==> src/rtl/mc_ctrl_fsm.sv <==
// mc_ctrl_fsm: multicycle MIPS control unit.
// Moore FSM that steers the multicycle datapath. Outputs are registered
// (decoded from the next state). The only exception is the instruction-fetch
// completion (IRWrite / PCWrite in IF), which follows MIO_ready combinationally
// so the IR and PC load in the same cycle the memory returns the word.
// Optional feature macro: MC_CTRL_JR_EN (adds the jr instruction, state 13).
module mc_ctrl_fsm #(
   parameter logic [2:0] ADD_CODE = 3'b010,
   parameter logic [2:0] SUB_CODE = 3'b110
) (
   input  logic       clk,
   input  logic       rst_n,
   input  logic [5:0] OP,
   input  logic [5:0] Fun,
   input  logic       zero,
   input  logic       MIO_ready,
   output logic       MemRead,
   output logic       MemWrite,
   output logic       IorD,
   output logic       IRWrite,
   output logic       RegWrite,
   output logic [1:0] RegDst,
   output logic [1:0] MemtoReg,
   output logic       ALUSrcA,
   output logic [1:0] ALUSrcB,
   output logic [2:0] ALU_Control,
   output logic [1:0] PCSource,
   output logic       PCWrite,
   output logic       PCWriteCond,
   output logic       Branch,
   output logic [3:0] state
);

   typedef enum logic [3:0] {
      S_IF  = 4'd0,
      S_ID  = 4'd1,
      S_MA  = 4'd2,
      S_MRD = 4'd3,
      S_MWB = 4'd4,
      S_MWR = 4'd5,
      S_REX = 4'd6,
      S_RWB = 4'd7,
      S_BR  = 4'd8,
      S_JMP = 4'd9,
      S_IEX = 4'd10,
      S_IWB = 4'd11,
      S_JAL = 4'd12,
      S_JR  = 4'd13,
      S_ERR = 4'd15
   } state_t;

   localparam logic [5:0] OP_RTYPE = 6'b000000;
   localparam logic [5:0] OP_LW    = 6'b100011;
   localparam logic [5:0] OP_SW    = 6'b101011;
   localparam logic [5:0] OP_BEQ   = 6'b000100;
   localparam logic [5:0] OP_BNE   = 6'b000101;
   localparam logic [5:0] OP_J     = 6'b000010;
   localparam logic [5:0] OP_JAL   = 6'b000011;
   localparam logic [5:0] OP_ADDI  = 6'b001000;
   localparam logic [5:0] OP_ANDI  = 6'b001100;
   localparam logic [5:0] OP_ORI   = 6'b001101;
   localparam logic [5:0] OP_SLTI  = 6'b001010;
   localparam logic [5:0] OP_LUI   = 6'b001111;
   localparam logic [5:0] FUN_JR   = 6'b001000;

   state_t     state_q, state_d;

   logic       mem_read_q, mem_read_d;
   logic       mem_write_q, mem_write_d;
   logic       iord_q, iord_d;
   logic       reg_write_q, reg_write_d;
   logic [1:0] reg_dst_q, reg_dst_d;
   logic [1:0] mem_to_reg_q, mem_to_reg_d;
   logic       alu_src_a_q, alu_src_a_d;
   logic [1:0] alu_src_b_q, alu_src_b_d;
   logic [2:0] alu_ctrl_q, alu_ctrl_d;
   logic [1:0] pc_source_q, pc_source_d;
   logic       pc_write_q, pc_write_d;
   logic       pc_write_cond_q, pc_write_cond_d;
   logic       branch_q, branch_d;

   logic       fun_ok;
   logic [2:0] fun_alu;
   logic       is_jr;
   logic       if_done;

   // The zero flag is consumed by the datapath's conditional PC-load gate,
   // not by this FSM.
   logic       unused_zero;
   assign unused_zero = zero;

`ifdef MC_CTRL_JR_EN
   assign is_jr = (Fun == FUN_JR);
`else
   assign is_jr = 1'b0;
`endif

   // Fetch completes only once a read has actually been issued; this keeps the
   // first cycle after reset (outputs still cleared) from consuming MIO_ready.
   assign if_done = (state_q == S_IF) && mem_read_q && MIO_ready;

   // R-type funct decode into ALU operation and a supported flag.
   always_comb begin
      fun_ok  = 1'b1;
      fun_alu = ADD_CODE;
      case (Fun)
         6'b100000: fun_alu = ADD_CODE;
         6'b100010: fun_alu = SUB_CODE;
         6'b100100: fun_alu = 3'b000;
         6'b100101: fun_alu = 3'b001;
         6'b101010: fun_alu = 3'b111;
         6'b100111: fun_alu = 3'b100;
         6'b100110: fun_alu = 3'b011;
         6'b000010: fun_alu = 3'b101;
         default:   fun_ok  = 1'b0;
      endcase
   end

   // Next-state logic.
   always_comb begin
      state_d = state_q;
      case (state_q)
         S_IF:  if (if_done) state_d = S_ID;
         S_ID: begin
            case (OP)
               OP_RTYPE:                                 state_d = is_jr ? S_JR : S_REX;
               OP_LW, OP_SW:                             state_d = S_MA;
               OP_BEQ, OP_BNE:                           state_d = S_BR;
               OP_J:                                     state_d = S_JMP;
               OP_JAL:                                   state_d = S_JAL;
               OP_ADDI, OP_ANDI, OP_ORI, OP_SLTI, OP_LUI: state_d = S_IEX;
               default:                                  state_d = S_ERR;
            endcase
         end
         S_MA:  state_d = (OP == OP_LW) ? S_MRD : S_MWR;
         S_MRD: if (MIO_ready) state_d = S_MWB;
         S_MWB: state_d = S_IF;
         S_MWR: if (MIO_ready) state_d = S_IF;
         S_REX: state_d = fun_ok ? S_RWB : S_ERR;
         S_RWB: state_d = S_IF;
         S_BR:  state_d = S_IF;
         S_JMP: state_d = S_IF;
         S_IEX: state_d = S_IWB;
         S_IWB: state_d = S_IF;
         S_JAL: state_d = S_IF;
         S_JR:  state_d = S_IF;
         S_ERR: state_d = S_ERR;
         default: state_d = S_ERR;
      endcase
   end

   // Moore output decode of the state being entered, registered below.
   always_comb begin
      mem_read_d      = 1'b0;
      mem_write_d     = 1'b0;
      iord_d          = 1'b0;
      reg_write_d     = 1'b0;
      reg_dst_d       = 2'b00;
      mem_to_reg_d    = 2'b00;
      alu_src_a_d     = 1'b0;
      alu_src_b_d     = 2'b00;
      alu_ctrl_d      = 3'b000;
      pc_source_d     = 2'b00;
      pc_write_d      = 1'b0;
      pc_write_cond_d = 1'b0;
      branch_d        = 1'b0;
      case (state_d)
         S_IF: begin
            mem_read_d  = 1'b1;
            alu_src_b_d = 2'b01;
            alu_ctrl_d  = ADD_CODE;
         end
         S_ID: begin
            alu_src_b_d = 2'b11;
            alu_ctrl_d  = ADD_CODE;
         end
         S_MA: begin
            alu_src_a_d = 1'b1;
            alu_src_b_d = 2'b10;
            alu_ctrl_d  = ADD_CODE;
         end
         S_MRD: begin
            mem_read_d = 1'b1;
            iord_d     = 1'b1;
         end
         S_MWB: begin
            mem_to_reg_d = 2'b01;
            reg_write_d  = 1'b1;
         end
         S_MWR: begin
            mem_write_d = 1'b1;
            iord_d      = 1'b1;
         end
         S_REX: begin
            alu_src_a_d = 1'b1;
            alu_ctrl_d  = fun_alu;
         end
         S_RWB: begin
            reg_dst_d   = 2'b01;
            reg_write_d = 1'b1;
         end
         S_BR: begin
            alu_src_a_d     = 1'b1;
            alu_ctrl_d      = SUB_CODE;
            pc_write_cond_d = 1'b1;
            pc_source_d     = 2'b01;
            branch_d        = (OP == OP_BEQ);
         end
         S_JMP: begin
            pc_source_d = 2'b10;
            pc_write_d  = 1'b1;
         end
         S_IEX: begin
            alu_src_a_d = 1'b1;
            alu_src_b_d = 2'b10;
            case (OP)
               OP_ANDI: alu_ctrl_d = 3'b000;
               OP_ORI:  alu_ctrl_d = 3'b001;
               OP_SLTI: alu_ctrl_d = 3'b111;
               default: alu_ctrl_d = ADD_CODE;
            endcase
         end
         S_IWB: begin
            reg_write_d  = 1'b1;
            mem_to_reg_d = (OP == OP_LUI) ? 2'b10 : 2'b00;
         end
         S_JAL: begin
            pc_source_d  = 2'b10;
            pc_write_d   = 1'b1;
            reg_dst_d    = 2'b10;
            mem_to_reg_d = 2'b11;
            reg_write_d  = 1'b1;
         end
         S_JR: begin
            pc_source_d = 2'b11;
            pc_write_d  = 1'b1;
         end
         default: ;
      endcase
   end

   // State and output registers; reset returns to IF with all outputs cleared.
   always_ff @(posedge clk) begin
      if (!rst_n) begin
         state_q         <= S_IF;
         mem_read_q      <= 1'b0;
         mem_write_q     <= 1'b0;
         iord_q          <= 1'b0;
         reg_write_q     <= 1'b0;
         reg_dst_q       <= 2'b00;
         mem_to_reg_q    <= 2'b00;
         alu_src_a_q     <= 1'b0;
         alu_src_b_q     <= 2'b00;
         alu_ctrl_q      <= 3'b000;
         pc_source_q     <= 2'b00;
         pc_write_q      <= 1'b0;
         pc_write_cond_q <= 1'b0;
         branch_q        <= 1'b0;
      end else begin
         state_q         <= state_d;
         mem_read_q      <= mem_read_d;
         mem_write_q     <= mem_write_d;
         iord_q          <= iord_d;
         reg_write_q     <= reg_write_d;
         reg_dst_q       <= reg_dst_d;
         mem_to_reg_q    <= mem_to_reg_d;
         alu_src_a_q     <= alu_src_a_d;
         alu_src_b_q     <= alu_src_b_d;
         alu_ctrl_q      <= alu_ctrl_d;
         pc_source_q     <= pc_source_d;
         pc_write_q      <= pc_write_d;
         pc_write_cond_q <= pc_write_cond_d;
         branch_q        <= branch_d;
      end
   end

   assign MemRead     = mem_read_q;
   assign MemWrite    = mem_write_q;
   assign IorD        = iord_q;
   assign IRWrite     = if_done;
   assign RegWrite    = reg_write_q;
   assign RegDst      = reg_dst_q;
   assign MemtoReg    = mem_to_reg_q;
   assign ALUSrcA     = alu_src_a_q;
   assign ALUSrcB     = alu_src_b_q;
   assign ALU_Control = alu_ctrl_q;
   assign PCSource    = pc_source_q;
   assign PCWrite     = pc_write_q | if_done;
   assign PCWriteCond = pc_write_cond_q;
   assign Branch      = branch_q;
   assign state       = state_q;

endmodule

==> config.mk <==
export PLATFORM = sky130hd
export DESIGN_NAME = mc_ctrl_fsm
export DESIGN_NICKNAME = d
export VERILOG_FILES = /design/src/rtl/mc_ctrl_fsm.sv
export SDC_FILE = /design/constraint.sdc
export NUM_CORES = 1
export LEC_CHECK = 0
export ABC_AREA = 1
export ABC_CLOCK_PERIOD_IN_PS = 2100
export BUFFER_PORTS_ARGS = -buffer_cell sky130_fd_sc_hd__buf_2
export CORE_ASPECT_RATIO = 1.5
export CORE_MARGIN = 8
export CORE_UTILIZATION = 25
export CTS_CLUSTER_SIZE = 24
export DETAILED_ROUTE_END_ITERATION = 6
export GPL_TIMING_DRIVEN = 0
export PLACE_DENSITY = 0.55
export SLEW_MARGIN = 20
export SYNTH_ARGS = -nofsm -noshare
export SYNTH_HDL_FRONTEND = slang
export SYNTH_SLANG_ARGS = --single-unit
==> constraint.sdc <==
create_clock -name clk -period 2.1 [get_ports clk]
set_input_delay 0.21 -clock clk [delete_from_list [all_inputs] [get_ports clk]]
set_output_delay 0.21 -clock clk [all_outputs]
set_load 0.05 [all_outputs]
* Word level (Yosys, flattened, before mapping)
Index checks and enable logic that the tools add are counted.
** Cells by class
- Eq/ne operators :: 45
- Multiplexer cells :: 23
- Bitwise operators :: 1
- Reduce and logical (&&, ||, !) cells :: 19
** Operators with widths (number)
- 6-bit == test (second input constant) :: 9
- 4-bit == test (second input constant) :: 12
- 4-bit by 3-bit == test with 1-bit output (second input constant) :: 8
- 4-bit one-hot mux with 8 select lines :: 1
- 6-bit by 4-bit == test with 1-bit output (second input constant) :: 5
- 4-bit one-hot mux with 6 select lines :: 1
- 3-bit one-hot mux with 7 select lines :: 1
- 6-bit by 2-bit == test with 1-bit output (second input constant) :: 3
- 2-bit one-hot mux with 3 select lines :: 3
- 4-bit by 2-bit == test with 1-bit output (second input constant) :: 4
- 4-bit two-way mux :: 4
- 6-bit by 3-bit == test with 1-bit output (second input constant) :: 2
- 3-bit one-hot mux with 4 select lines :: 1
- 2-bit OR reduction :: 6
- 3-bit one-hot mux with 3 select lines :: 1
- 4-bit by 1-bit == test with 1-bit output (second input constant) :: 2
- 4-bit logical NOT :: 2
- 1-bit two-way mux :: 8
- 4-bit OR reduction :: 2
- 8-bit OR reduction :: 1
- 7-bit OR reduction :: 1
- 6-bit logical NOT :: 1
- 3-bit OR reduction :: 2
- 5-bit OR reduction :: 1
- 6 further kinds :: 7
** Word-level totals
- Bits in registers :: 23
- Logic and storage cells :: 102

* Longest topological paths before layout
Gate-level depths: netlist of the first run.
- Depth after elaboration :: 8
- Depth in mapped cells :: 15
- Gate-level depth less buffers :: 15

* Least setup slack after synthesis of the first run
OpenSTA, ideal clock, no wires.
- Kind :: register -> register
- Start point :: register state_q[3], in the netlist state[3]
- End point :: register reg_write_q, in the netlist RegWrite
- Arrival :: 1.779 ns
- Data required time :: 1.980 ns
- Path slack :: 0.201 ns
- Cell stages (with the launch flop) :: 9
- Clock period less this slack :: 1.899 ns
- Cells stage by stage :: dfxtp_1 -> nor2_1 -> nand3_1 -> nand2_2 -> nor3_4 -> nand2_4 -> nand2_2 -> a21oi_2 -> or2_1
** Between the ends
- Cells in the longest elaborated chain, start to end :: 8
** RTL lines
- start, declared :: line 66 : state_t state_q, state_d;
- start signal, assigned :: line 260 : state_q <= state_d;
- 4-bit logical NOT :: line 100, 122
- 1-bit logical AND (2 in a row) :: line 100 : assign if_done = (state_q == S_IF) && mem_read_q && MIO_ready;
- 4-bit two-way mux :: line 123 : S_IF: if (if_done) state_d = S_ID;
- 4-bit one-hot mux with 8 select lines * :: line 122 : case (state_q)
- 4-bit == test or 4-bit by 3-bit == test with 1-bit output (tied branches) :: line 167 : case (state_d)
- 4-bit OR reduction (no source line) *
- 1-bit two-way mux * :: line 167
- end signal, assigned :: line 264 : reg_write_q <= reg_write_d;
- end, declared :: line 71 : logic reg_write_q, reg_write_d;
Every way passes the cells marked *; elsewhere a longest branch is shown, timed or not.
A chain may end at the register's enable or synchronous reset.

* Worst setup path after layout of the first run
- Start point :: register state_q[3], in the netlist state[3]
- End point :: output PCWrite
** Between the ends
- Cells in the longest elaborated chain, start to end :: 4
** RTL lines
- 4-bit logical NOT :: line 100
- 1-bit logical AND (2 in a row) :: line 100
- 1-bit bitwise OR :: line 288 : assign PCWrite = pc_write_q | if_done;
- end, declared :: line 28 : output logic PCWrite,
Every way passes these cells.

==> results of run 1 <==
[synthesized netlist by cell type]
master                     number  share of area
sky130_fd_sc_hd__inv_2          8          0.021
sky130_fd_sc_hd__nor2_8         1          0.014
sky130_fd_sc_hd__inv_1         24          0.062
sky130_fd_sc_hd__nand2_2        9          0.039
sky130_fd_sc_hd__a211oi_1       2          0.010
sky130_fd_sc_hd__a21oi_1        3          0.010
sky130_fd_sc_hd__nor4_1         1         0.0043
sky130_fd_sc_hd__o31ai_1        1         0.0052
sky130_fd_sc_hd__nand3_2        8          0.055
sky130_fd_sc_hd__nand2_4        3          0.023
sky130_fd_sc_hd__dfxtp_1       23           0.32
sky130_fd_sc_hd__nor2_2         8          0.035
sky130_fd_sc_hd__o22ai_1        1         0.0043
sky130_fd_sc_hd__nor3_4         1          0.011
sky130_fd_sc_hd__a21oi_2        3          0.018
sky130_fd_sc_hd__a21o_1         1         0.0052
sky130_fd_sc_hd__o21ai_0        4          0.014
sky130_fd_sc_hd__or2_1          1         0.0043
sky130_fd_sc_hd__nand3_4        2          0.024
sky130_fd_sc_hd__nor2_1        30          0.078
sky130_fd_sc_hd__nand2_1       34          0.088
sky130_fd_sc_hd__or2_2          1         0.0043
sky130_fd_sc_hd__nand4_1        3          0.013
sky130_fd_sc_hd__o221ai_1       1         0.0061
sky130_fd_sc_hd__clkbuf_1       1         0.0026
sky130_fd_sc_hd__nand3_1       22          0.076
sky130_fd_sc_hd__nor2_4         5          0.039
sky130_fd_sc_hd__nor3_1         4          0.014
[area by class of cell]
class	count	share of cell area
well taps	72	0.05081
clock buffers	3	0.02329
multi-input cells	149	0.4862
repair buffers	38	0.1073
inverters	32	0.06775
clock inverters	1	0.002823
plain buffers	1	0.002117
flip-flops and latches	23	0.2597
[through the flow]
stage | hold WS, ns | utilization | area (sq um) | std cells
after floorplan | 0.3376 | - | 1446 | 205
after global placement | 0.5129 | 0.3029 | 1727 | 315
after detailed placement | 0.5061 | 0.3029 | 1727 | 315
after CTS | 0.2285 | 0.3110 | 1773 | 319
after global routing | 0.2506 | 0.3110 | 1773 | 319
final | 0.2329 | 0.3110 | 1773 | 319
[critical path: stages (launching register included)]
cell and delay (ns):
sky130_fd_sc_hd__dfxtp_1 0.38, sky130_fd_sc_hd__nor2_2 0.25, sky130_fd_sc_hd__nand4_1 0.20, sky130_fd_sc_hd__inv_1 0.10, sky130_fd_sc_hd__or2_2 0.10, sky130_fd_sc_hd__buf_2 0.25
[sequential cells by signal (all words and copies together) (netlist names)]
register,count
ALUSrcA,1
ALUSrcB,2
ALU_Control,3
Branch,1
IorD,1
MemRead,1
MemWrite,1
MemtoReg,2
PCSource,2
PCWriteCond,1
RegDst,2
RegWrite,1
pc_write_q,1
state,4
[per-layer routing]
| metal | part of all wire | wire (um) | track usage |
|---|---|---|---|
| met1 | 0.37 | 1299 | 0.08281 |
| met3 | 0.075 | 259 | 0.02228 |
| met4 | 0.014 | 50 | 0.03191 |
| met5 | 0 | 0 | 0 |
| met2 | 0.54 | 1859 | 0.1729 |
[where the power goes]
part	switching, uW	internal, uW
Sequential	68.9	546
Combinational	1120	387
Clock	132	132
Total	1320	1070
[placed cells by master (no fill, tap or decap), drive strengths merged]
master,Yosys,layout
a211oi,2,2
clkinv,0,1
o22ai,1,1
or2,2,2
o31ai,1,1
nand4,3,3
nor3,5,5
buf,0,38
inv,32,32
dfxtp,23,23
nor4,1,1
clkbuf,1,4
nand2,46,46
a21o,1,1
o221ai,1,1
o21ai,4,4
nand3,32,32
nor2,44,44
a21oi,6,6
[logic make-up after synthesis]
family,after synthesis,synth area share
AOI/OAI and AO/OA,16,0.07353
and+or+nand+nor,133,0.5225
buffers and inverters,33,0.08564
DFF,23,0.3183
[path summary, 6_finish.rpt]
path / start / to / slack, ns / depth (start not counted)
worst max register to register: state[2] / ALU_Control[1] / 0.36 / 12
worst min register to register: MemRead / ALUSrcB[1] / 0.60 / 2
worst min-delay path: rst_n / ALU_Control[0] / 0.23 / 3
worst max-delay path: state[3] / PCWrite / 0.35 / 5
==> flow_summary.json, run 1 <==
{
  "final_max_slew_viol_count": 0,
  "postCtsSetupBuffers": 0,
  "area_inside_the_core_boundary_sq_um": 5700,
  "irDropWorstVdd_v": 0.0002843,
  "synth_sequential_area_ratio": 0.3183,
  "initial_utilization": 0.2537,
  "antenna_violations_before_repair": 0,
  "route.detailed.drc": 0,
  "timing.critical_path.from_type": "register",
  "placement_rows": 34,
  "finClkSkew_ns": 0.004557,
  "power_leakage_uw": 0.0008943,
  "multi_input_area_sq_um": 862.1,
  "grt_start_max_net_pins": 14,
  "timing.slew.headroom": 0.6977,
  "fin_crit_period_ns": 1.745,
  "synth_seq_cells": 23,
  "number_of_nets_with_antenna_violations_after_routing": 0,
  "layout_cells_sized_above_1": 0.3684,
  "post_synth.cell_area_avg_sq_um": 7.056,
  "worstMarginPinSlew_ns": 0.4535,
  "worst_skew_pair.late_latency_ns": 0.26,
  "avgRoutedWirePerCell_um": 10.87,
  "cts_inserted_buffers": 3,
  "fin_total_pwr_uw": 2391,
  "postCtsHoldBufs": 0,
  "place.gp.congestion": 0.8397,
  "finalNetCount": 264,
  "crit_fanout": 7,
  "final_setup_vio_count": 0,
  "fmax_ghz": 0.5729,
  "n_fill_cell": 650,
  "rsz0062_at_grt": "no",
  "detailedRoute.firstPassIterationCount": 4,
  "post_drt_via_cell_ratio": 4.323,
  "min-delay-path-class": "primary input to register",
  "netlist_area_sq_um": 1446,
  "maxCapViolations": 0,
  "cts_tree": "done",
  "cp_data_required_time_ns": 1.89,
  "post_synthesis_cell_count": 205,
  "overflow": 0,
  "hold_violations": 0,
  "clock-sinks": 23,
  "syn_nets": 221,
  "cts-root-buf": "sky130_fd_sc_hd__clkbuf_8",
  "areaGrowthSynthToFinish_pct": 22.58,
  "detailroute.via_count": 1379,
  "h-tree-depth": 1,
  "data_arrival_time_of_the_critical_path_ns": 1.54,
  "cts.clk_slew.worst_paths_ns": 0.08,
  "die_area_sq_um": 8526,
  "antenna_cells": 0,
  "run_status": "complete, no violations",
  "ff_latch_area_sq_um": 460.4,
  "drt_iter0_drc": 36,
  "die_h_um": 109.2,
  "pre_cts_ws_ns": 0.3451,
  "fin_tns_setup_ns": 0,
  "period_share": 0.8312,
  "cts_repair_resize_count": 0,
  "track_usage": 0.08721,
  "yosys.cell_types.count": 28,
  "layout_setup_ws_ns": 0.3545,
  "cp-end-kind": "output port",
  "die_x_um": 78.11,
  "yosysWarningCount": 0,
  "grt_first_pass_wirelength_um": 6154,
  "timing_worst_setup_path_type": "register to output port",
  "io-pin-count": 40,
  "detailed_route_wl_um": 3469,
  "vias_in_the_first_global_route": 1441,
  "place_hpwl_um": 3014,
  "power_density_nw_per_um2": 1349,
  "buffer_ports.inserted": 38,
  "clock_tree.buffer_depth": 2
}
Note: power is estimated with default switching activity, not from simulation.
==> run 2, diff against run 1 <==
--- a/config.mk
+++ b/config.mk
@@ -6,7 +6,7 @@
 export NUM_CORES = 1
 export LEC_CHECK = 0
 export ABC_AREA = 1
-export ABC_CLOCK_PERIOD_IN_PS = 2100
+export ABC_CLOCK_PERIOD_IN_PS = 1430
 export BUFFER_PORTS_ARGS = -buffer_cell sky130_fd_sc_hd__buf_2
 export CORE_ASPECT_RATIO = 1.5
 export CORE_MARGIN = 8
@@ -14,7 +14,7 @@
 export CTS_CLUSTER_SIZE = 24
 export DETAILED_ROUTE_END_ITERATION = 6
 export GPL_TIMING_DRIVEN = 0
-export PLACE_DENSITY = 0.55
+export PLACE_DENSITY = 0.57
 export SLEW_MARGIN = 20
 export SYNTH_ARGS = -nofsm -noshare
 export SYNTH_HDL_FRONTEND = slang
==> constraint.sdc (replaced) <==
create_clock -name clk -period 1.43 [get_ports clk]
set_input_delay 0.143 -clock clk [delete_from_list [all_inputs] [get_ports clk]]
set_output_delay 0.143 -clock clk [all_outputs]
set_load 0.05 [all_outputs]
==> run 2 against run 1 <==
  * The flow now finishes with violations (setup timing)
  * Flip-flop and latch count did not move
  * Count of clock-buffer cells in the layout did not move
  * Critical path depth rose by 7
  * Clock power rose by 59%
  * Global-route usage rose by 1.6 points
  * Setup slack got worse by 0.54 ns
  * Hold slack got worse by 0.063 ns
  * Clock skew barely moved
  * Die area did not move
  * Total power rose by 97%
  * Register-to-register slack got worse by 0.55 ns
==> flow_summary.json, run 2 (synthesis results as in run 1) <==
{
  "buffer_ports.inserted": 38,
  "finClkSkew_ns": 0.004156,
  "overflow": 0,
  "crit_path_frequent_cell": "sky130_fd_sc_hd__nor2_4",
  "irDropWorstVdd_v": 0.0008727,
  "power_leakage_uw": 0.001059,
  "fin_crit_period_ns": 1.617,
  "timing.slew.headroom": 0.6204,
  "detailroute.via_count": 1538,
  "min-delay-path-class": "primary input to register",
  "antenna_cells": 0,
  "avgRoutedWirePerCell_um": 13.15,
  "drt_iter0_drc": 32,
  "layout_common_cells": "36 x sky130_fd_sc_hd__buf_2, 25 x sky130_fd_sc_hd__nand2_1, 23 x sky130_fd_sc_hd__nor2_1",
  "post_drt_via_cell_ratio": 4.564,
  "postCtsHoldBufs": 0,
  "cp-end-kind": "register",
  "cts.clk_slew.worst_paths_ns": 0.09,
  "p_int_uw": 2189,
  "cp_data_required_time_ns": 1.58,
  "fmax_ghz": 0.6185,
  "stdcell_count": 337,
  "mostFrequentLayoutCell": "sky130_fd_sc_hd__buf_2",
  "timing_worst_setup_path_type": "register to register",
  "failed_checks": "setup timing",
  "switching_share": 0.5363,
  "grt_most_used_layer": "met2",
  "detailed_route_wl_um": 4432,
  "grtUsageMet1": 0.1023,
  "grt_first_pass_wirelength_um": 7203,
  "power_density_nw_per_um2": 2139,
  "number_of_nets_with_antenna_violations_after_routing": 0,
  "met3_resource_use_gr": 0.01733,
  "data_arrival_time_of_the_critical_path_ns": 1.77,
  "dpl.cell_count": 315,
  "crit_path_max_incr_delay_ns": 0.37,
  "finalNetCount": 282,
  "route.detailed.drc": 0,
  "path_buf_inv": 2,
  "clock_tree.buffer_depth": 2,
  "grt_start_max_net_pins": 14,
  "initial_utilization": 0.2537,
  "die_area_sq_um": 8526,
  "timing.critical_path.from_type": "register",
  "placement_rows": 34,
  "switchingPower_uw": 2532,
  "run_status": "complete, but fails checks",
  "io-pin-count": 40,
  "antenna_violations_before_repair": 0,
  "vias_in_the_first_global_route": 1632,
  "place.gp.congestion": 0.8199,
  "h-tree-depth": 1,
  "critical_path.cell_chain": "nor2_4 -> buf_6 -> nand2_2 -> nor2_4 -> nor2_4 -> nand2_4 -> buf_12 -> nand2_4 -> nand2_2 -> nand2_1 -> nor2_1 -> nor2_1",
  "crit_fanout": 5,
  "final_max_slew_viol_count": 0,
  "cts_tree": "done",
  "flip_flop_count_of_the_largest_register_all_copies_and_words_added": 4,
  "areaGrowthSynthToFinish_pct": 52.60,
  "clock-sinks": 23,
  "critical-path-slowest-cell": "sky130_fd_sc_hd__dfxtp_4",
  "pre_cts_ws_ns": -0.2689,
  "maxCapViolations": 0,
  "place_hpwl_um": 3206,
  "die_h_um": 109.2,
  "fin_tns_setup_ns": -1.858,
  "combinational_share_of_power": 0.707,
  "worst_skew_pair.late_latency_ns": 0.27,
  "layout_setup_ws_ns": -0.1868,
  "final_setup_vio_count": 20,
  "track_usage": 0.1029,
  "period_share": 1.131,
  "gr_layer_usage_met2": 0.2062,
  "layout_cells_sized_above_1": 0.5623,
  "cts-root-buf": "sky130_fd_sc_hd__clkbuf_8",
  "hold_violations": 0,
  "clkPwrFrac": 0.089,
  "detailedRoute.firstPassIterationCount": 4,
  "path_delay_family": "simple AND/OR/NAND/NOR gates",
  "rsz0062_at_grt": "yes",
  "power.share.sequential": 0.203,
  "worstMarginPinSlew_ns": 0.5695,
  "die_x_um": 78.11,
  "cts_inserted_buffers": 3,
  "area_inside_the_core_boundary_sq_um": 5700
}
## run 2: cell types whose count changed in the layout (fill, tap and decap cells not counted), sizes merged
| cell | delta |
|---|---|
| buf | +17 |
| nand2 | +1 |
## run 2: area by class of cell
cell class              count  area, sq um
fillers                   595         3493
multi-input cells         150         1072
flip-flops and latches     23        476.7
repair buffers             55        380.4
inverters                  32        137.6
well taps                  72        90.09
clock buffers               3        41.29
clock inverters             1        5.005
plain buffers               1        3.754
## run 2: path summary, 6_finish.rpt
kind         startpoint        endpoint  slack, ns  cells past startpoint
min reg2reg    state[3]     MemtoReg[1]       0.73                      4
max            state[2]  ALU_Control[1]      -0.19                     12
max reg2reg    state[2]  ALU_Control[1]      -0.19                     12
min               rst_n  ALU_Control[2]       0.17                      3
## run 2: power groups by stage
stage | clock [uW] | combinational, uW | sequential (uW)
floorplan | 0 | 1300 | 1500
global placement | 0 | 2290 | 983
detailed placement | 0 | 2300 | 983
CTS | 415 | 3030 | 965
global route | 455 | 3550 | 987
finish | 421 | 3340 | 961
## run 2: stage by stage
step	utilization	instance area (sq um)	power, uW	hold WS (ns)
floorplan	-	1490	2800	0.2706
global placement	0.3106	1770	3271	0.4289
detailed placement	0.3106	1770	3284	0.4303
CTS	0.3681	2098	4414	0.1639
global route	0.3872	2207	4994	0.1845
finish	0.3872	2207	4721	0.1694
## run 2: layer usage
layer,part of all wire,vias up
met5,0,-
met4,0.021,0
met3,0.042,6
met2,0.56,37
met1,0.37,716
li1,-,779
## run 2: repair_timing
action | 4_1_cts | 5_1_grt
resized for setup | 40 | 23
hold endpoints to repair | 0 | 0
pin swaps | 15 | 4
gates cloned | 1 | 0
buffers inserted | 15 | 2
endpoints found under the setup margin | 23 | 23
## run 2: tightest hold or removal path: cells and delay by family
kind / cells / cell delay, ns
buf+inv: 1 / 0.14
simple gates: 2 / 0.13
